### src/rtl/des_block_packer.sv
// Packs a valid/ready byte stream MSB-first into 64-bit DES plaintext blocks,
// padding the final partial block and holding each block in a one-entry output register.
//
// state      | meaning
// -----------+---------------------------------------------------------
// ST_EMPTY   | no block held, out_valid=0
// ST_PRESENT | out_block/out_last/out_nbytes hold a block, out_valid=1
module des_block_packer #(
    parameter logic [7:0] PAD_BYTE = 8'hFF
) (
    input  logic        clk,
    input  logic        rst_n,
    input  logic        in_valid,
    output logic        in_ready,
    input  logic [7:0]  in_data,
    input  logic        in_last,
    output logic        out_valid,
    input  logic        out_ready,
    output logic [63:0] out_block,
    output logic        out_last,
    output logic [3:0]  out_nbytes,
    output logic [31:0] blk_count
);

    localparam logic [0:0] ST_EMPTY   = 1'b0;
    localparam logic [0:0] ST_PRESENT = 1'b1;

    logic [0:0]  state_q, state_d;
    logic [2:0]  idx_q, idx_d;
    logic [55:0] acc_q, acc_d;
    logic [63:0] out_block_q, out_block_d;
    logic        out_last_q, out_last_d;
    logic [3:0]  out_nbytes_q, out_nbytes_d;
    logic [31:0] blk_count_q, blk_count_d;

    logic        in_fire;
    logic        out_fire;
    logic        blk_done;
    logic [63:0] acc_ext;
    logic [63:0] new_block;

    // rst_n gates in_ready so nothing is accepted while reset is held
    assign in_ready   = rst_n && ((state_q == ST_EMPTY) || out_ready);
    assign out_valid  = (state_q == ST_PRESENT);
    assign out_block  = out_block_q;
    assign out_last   = out_last_q;
    assign out_nbytes = out_nbytes_q;
    assign blk_count  = blk_count_q;

    always_comb begin
        in_fire  = in_valid && in_ready;
        out_fire = (state_q == ST_PRESENT) && out_ready;
        blk_done = in_fire && ((idx_q == 3'd7) || in_last);
        acc_ext  = {acc_q, 8'h00};

        new_block = '0;
        for (int i = 0; i < 8; i++) begin
            if (3'(i) < idx_q) begin
                new_block[63-8*i -: 8] = acc_ext[63-8*i -: 8];
            end else if (3'(i) == idx_q) begin
                new_block[63-8*i -: 8] = in_data;
            end else begin
                new_block[63-8*i -: 8] = PAD_BYTE;
            end
        end

        state_d      = state_q;
        idx_d        = idx_q;
        acc_d        = acc_q;
        out_block_d  = out_block_q;
        out_last_d   = out_last_q;
        out_nbytes_d = out_nbytes_q;
        blk_count_d  = blk_count_q;

        if (out_fire) begin
            blk_count_d = blk_count_q + 32'd1;
            state_d     = ST_EMPTY;
        end

        // A completing byte overrides the drain above, giving back-to-back blocks
        if (blk_done) begin
            state_d      = ST_PRESENT;
            idx_d        = 3'd0;
            acc_d        = '0;
            out_block_d  = new_block;
            out_last_d   = in_last;
            out_nbytes_d = {1'b0, idx_q} + 4'd1;
        end else if (in_fire) begin
            idx_d = idx_q + 3'd1;
            for (int i = 0; i < 7; i++) begin
                if (3'(i) == idx_q) begin
                    acc_d[55-8*i -: 8] = in_data;
                end
            end
        end
    end

    always_ff @(posedge clk or negedge rst_n) begin
        if (!rst_n) begin
            state_q      <= ST_EMPTY;
            idx_q        <= 3'd0;
            acc_q        <= '0;
            out_block_q  <= '0;
            out_last_q   <= 1'b0;
            out_nbytes_q <= 4'd0;
            blk_count_q  <= 32'd0;
        end else begin
            state_q      <= state_d;
            idx_q        <= idx_d;
            acc_q        <= acc_d;
            out_block_q  <= out_block_d;
            out_last_q   <= out_last_d;
            out_nbytes_q <= out_nbytes_d;
            blk_count_q  <= blk_count_d;
        end
    end

endmodule

### config.mk
export PLATFORM = sky130hd
export DESIGN_NAME = des_block_packer
export DESIGN_NICKNAME = d
export VERILOG_FILES = /design/src/rtl/des_block_packer.sv
export SDC_FILE = /design/constraint.sdc
export NUM_CORES = 1
export LEC_CHECK = 0
export CAP_MARGIN = 5
export CORE_MARGIN = 4
export CORE_UTILIZATION = 48
export DETAILED_ROUTE_END_ITERATION = 6
export PLACE_DENSITY = 0.82
export SETUP_SLACK_MARGIN = 0.4
export SLEW_MARGIN = 20
export SYNTH_ARGS = -nofsm -noshare
export SYNTH_HDL_FRONTEND = slang
export SYNTH_SLANG_ARGS = --single-unit
### constraint.sdc
create_clock -name clk -period 1.9 [get_ports clk]
set_input_delay 0.57 -clock clk [delete_from_list [all_inputs] [get_ports clk]]
set_output_delay 0.57 -clock clk [all_outputs]
set_load 0.05 [all_outputs]
; ---- Word-level counts from Yosys, hierarchy flattened
; Cells that the tools add are included.
[totals]
regBits = 161
elab_cells = 85
inputBits = 13
output_inout_bits = 103
[classes]
eq_ne = 8
n_lt_le_gt_ge = 8
n_addsub = 3
reduce_logical = 23
bitwise_logic = 1
mux = 29
[op_table]
columns = op, n
row1 = 8-bit 2-to-1 mux, 23
row2 = 56-bit 2-to-1 mux, 2
row3 = "32-bit by 1-bit adder with 32-bit output, second input constant", 1
row4 = 2-bit nonzero test, 9
row5 = 2-bit AND reduction, 7
row6 = "3-bit equality test, first input constant", 4
row7 = "3-bit < comparator, first input constant", 4
row8 = "2-bit by 3-bit equality test with 1-bit output, first input constant", 2
row9 = "1-bit by 3-bit < comparator with 1-bit output, first input constant", 2
row10 = "2-bit by 3-bit < comparator with 1-bit output, first input constant", 2
row11 = 3-bit 2-to-1 mux, 2
row12 = "3-bit by 1-bit adder with 4-bit output, second input constant", 1
row13 = 1-bit logical AND, 4
row14 = "3-bit by 1-bit adder with 3-bit output, second input constant", 1
row15 = "1-bit by 3-bit equality test with 1-bit output, first input constant", 1
row16 = "3-bit equality test, second input constant", 1
row17 = 3-bit logical NOT, 1
row18 = 1-bit logical OR, 2
row19 = 1-bit 2-to-1 mux, 2
row20 = 1-bit NOT, 1

; ---- Depth between registers and ports, before layout
; Gate-level depths: netlist of the first run.
[logic_depth]
depth_word = 7
ltp_mapped = 8
ltp_nobuf = 6

; ---- Worst setup path before layout of the first run
; No wires, ideal clock.
[synth_path]
path_kind = reg2out
start = reg state_q, in the netlist out_valid
end = out in_ready
slack_ns = -0.261
arrival_ns = 1.591
stages_incl_launch_ff = 4
required_time_ns = 1.330
n_path_buf = 1
path_cell_list = dfrtp_1 nor2b_1 buf_6 nor2_1
[synth_between]
elab_chain_cells = 3
[synth_rtl]
columns = item, line_no
row1 = from (decl), 28  ; logic [0:0] state_q, state_d;
row2 = from (signal assigned), 108  ; state_q <= state_d;
row3 = 1-bit NOT, 43  ; assign in_ready = rst_n && ((state_q == ST_EMPTY) || out_ready);
row4 = 1-bit logical OR, 43
row5 = 1-bit logical AND, 43
row6 = to (decl), 14  ; output logic in_ready,
; Every way passes these cells.

; ---- Worst setup path after layout of the first run
[layout_path]
start = reg blk_count_q[12], in the netlist blk_count[12]
end = reg blk_count_q[29], in the netlist blk_count[29]
[layout_between]
elab_chain_cells = 1
[layout_rtl]
columns = item, line_no
row1 = from (decl), 34  ; logic [31:0] blk_count_q, blk_count_d;
row2 = from (signal assigned), 114  ; blk_count_q <= blk_count_d;
row3 = 32-bit by 1-bit adder with 32-bit output, 76  ; blk_count_d = blk_count_q + 32'd1;
; Every way passes these cells.
; A chain may end at the register's enable or synchronous reset.

==> results of run 1 <==
[critical path: stages, from the launching register on]
cell and delay, ps:
dfrtp_2 420, buf_6 170, buf_6 140, nand3_4 150, nor4_4 420, buf_6 190
nand4_1 320, xnor2_1 510
[how the worst max path moves through the flow]
stage / endpoint / slack (ps) / depth (start not counted)
finish: blk_count[29] / -580 / 7
global route: blk_count[29] / -520 / 7
CTS: in_ready / -160 / 5
detailed placement: acc_q[36] / -500 / 7
global placement: acc_q[32] / -460 / 7
floorplan: acc_q[32] / 70 / 7
[power groups by stage]
stage          clock network (W)  logic, W  registers [W]
6_report                 0.00405   0.00723        0.00510
5_1_grt                  0.00414   0.00736        0.00510
4_1_cts                  0.00383   0.00558        0.00476
3_5_place_dp                   0   0.00403        0.00473
3_3_place_gp                   0   0.00392        0.00469
2_1_floorplan                  0   0.00118        0.00611
[stage by stage]
step	setup TNS, ps	total power, W	hold WS, ps	cell area [sq um]
6_report	-23810	0.0164	143	13600
5_1_grt	-25410	0.0166	124	13600
4_1_cts	-2710	0.0142	58.7	12100
3_5_place_dp	-45370	0.00876	471	8860
3_3_place_gp	-42900	0.00862	461	8860
2_1_floorplan	0	0.00730	274	7300
[cells by family after synthesis]
| group | after synthesis | share of synthesized area [%] |
|---|---|---|
| compound gates | 176 | 15.4 |
| xor+xnor | 31 | 3.82 |
| fa+ha+maj | 5 | 0.879 |
| buf+inv | 45 | 3.24 |
| flops | 161 | 56.6 |
| mux | 17 | 2.69 |
| simple gates | 240 | 17.4 |
[Yosys cell counts (3+ instances only)]
library cell and number:
and2_1 11, xnor2_1 20, ha_1 5, and3_1 4
o21ai_1 7, nand3_1 15, a21o_1 12, clkbuf_1 16
inv_1 3, buf_2 10, o22a_1 8, o21ai_0 99
nand3b_1 16, dfrtp_1 161, a211oi_1 12, nand4_1 9
nor3_1 4, and4_1 6, o21ai_2 9, or3_1 9
nand2_1 119, xor2_1 11, mux2_2 17, o22ai_1 20
nor2_1 29, a2111o_1 4, buf_1 7, buf_6 6
[routing by layer]
metal	share of wire [%]	GRT usage, %
met5	0.75	0
met4	11	21.6
met3	15	9.05
met2	43	59.6
met1	29	42.0
[what timing repair did]
action	4_1_cts	5_1_grt
pin swaps	115	97
gates resized for setup	405	229
setup buffers	123	64
setup endpoints to repair	258	255
gates cloned	17	2
[cell type report]
cell class / instances / area share, %
Clock buffer: 19 / 3.33
Clock inverter: 13 / 1.53
Inverter: 5 / 0.193
Multi-Input combinational cell: 471 / 31.8
Sequential cell: 161 / 29.8
Tap cell: 184 / 1.69
Timing Repair Buffer: 387 / 31.6
[sequential cells by signal (all words and copies together) (netlist names)]
name	cells
acc_q	56
blk_count	32
idx_q	3
out_block	64
out_last	1
out_nbytes	4
out_valid	1
==> out/results.ini, run 1 <==
[power_and_ir_drop]
power_density_mw_per_mm2 = 1200
swShare_pct = 41.3
internal_power_w = 0.00961
ir_worst_vdd_mv = 1.32
seqPwrFrac_pct = 31.1
power_frac_comb_pct = 44.2
clockPowerShare_pct = 24.7
p_sw_w = 0.00677
leakage_nw = 6.44

[floorplanning]
core.rowCount = 44
ios = 116
core_area_sq_mm = 0.0145
dieArea_sq_mm = 0.0168
die_y_microns = 130
initial_core_util_pct = 49.0
fp.dieW_microns = 130

[synthesis]
yosysWarnings = 0
synth_area_leaders = dfrtp_1 57%, o21ai_0 7.0%, nand2_1 6.3%
ys_ff_latch = 161
syn_nets = 693
synth_top_cell_by_area = dfrtp_1
synth-main-ff-cell = dfrtp_1
yosysSeqAreaShare_pct = 56.6
avgSynthCellArea_sq_um = 10.5
syn_inst = 675
synth_cell_type_count = 50
synth_edf_count = 0
synth_top_area_share_pct = 56.6
synth_area_sq_mm = 0.00712
async_flop_share_pct = 100

[detailed_routing]
wirelength_microns = 44900
first_iter_violations = 1374
drc = 74
via_per_inst = 7.16
vias = 8877
ant_nets = 0
firstDrtPassIters = 7
wl_per_cell_microns = 36.2

[critical_path]
crit_type = register to register
reg2reg_slack_ps = -580
timing.rr.start = blk_count[12]
startpoint_type = register
endpoint_kind = register
critPathArrivalTime_ps = 2780
r2r-end = blk_count[29]
rr_worst_depth = 7
cp.required_ps = 2200
critPathMaxFanout = 5
startpoint = blk_count[12]

[final_layout]
n_fill_cell = 368
final-seq-area_sq_mm = 0.00406
layout-drive-gt1-share_pct = 67.4
final_cells = 1240
layout_commonest_cell = buf_4
area.growth.synth_to_final_pct = 91.2
fin_util_pct = 93.6
n_antenna_cell = 0
multi_input_area_sq_mm = 0.00433
final_nets = 1061
final_cell_mix = 173 x buf_4, 135 x dfrtp_1, 130 x buf_6, 79 x o21ai_2, 58 x nand2_4

[timing]
hold_violations = 0
slew_viol_final = 0
setup_ws_ps = -580
fmax_mhz = 403
finalCriticalPeriod_ps = 2480
worst_slew_pin_slew_ps = 892
relSlewSlack_pct = 40.5
finalClockSkew_ps = 15.4
period_share_pct = 131
setup_viol = 127
rsz0062_at_grt = yes

[status]
status = finished, violations left
violations = DRC, setup timing

[clock_tree]
htree_num_levels = 4
clk_latency_ps = 450
cts_root_buf = clkbuf_16
clock_sinks = 161
clk_pin_slew_worst_paths_ps = 80
cts_tree = built
cts_buffer_depth = 2
cts_made_buffers = 17
hold_buffers = 0

[placed_design]
gp_congestion = 0.860
detailedPlace.worstSlack_ps = -496
io_buffers = 115
placedCellCount = 1002
detailed_place_hpwl_microns = 13300

[flow_run]
max-cap-violations = 0

[global_routing]
grt_max_degree = 159
first_global_vias = 8011
grt_pass1_wl_microns = 45700
grt_use_total_pct = 35.9
antenna_found_initial = 6
grt_overflow = 0

[min_path]
hold_path_class = primary input to async pin

Note: power is estimated with default switching activity, not from simulation.
==> run 2, diff against run 1 <==
--- a/config.mk
+++ b/config.mk
@@ -8,6 +8,7 @@
 export CAP_MARGIN = 5
 export CORE_MARGIN = 4
 export CORE_UTILIZATION = 48
+export CTS_CLUSTER_DIAMETER = 50
 export DETAILED_ROUTE_END_ITERATION = 6
 export PLACE_DENSITY = 0.82
 export SETUP_SLACK_MARGIN = 0.4
==> results of run 2 <==
Final layout, timing and power as in run 1 (identical DEF).
==> run 3, diff against run 2 <==
--- a/config.mk
+++ b/config.mk
@@ -8,7 +8,6 @@
 export CAP_MARGIN = 5
 export CORE_MARGIN = 4
 export CORE_UTILIZATION = 48
-export CTS_CLUSTER_DIAMETER = 50
 export DETAILED_ROUTE_END_ITERATION = 6
 export PLACE_DENSITY = 0.82
 export SETUP_SLACK_MARGIN = 0.4
==> results of run 3 <==
Final layout, timing and power as in run 1 (identical DEF).
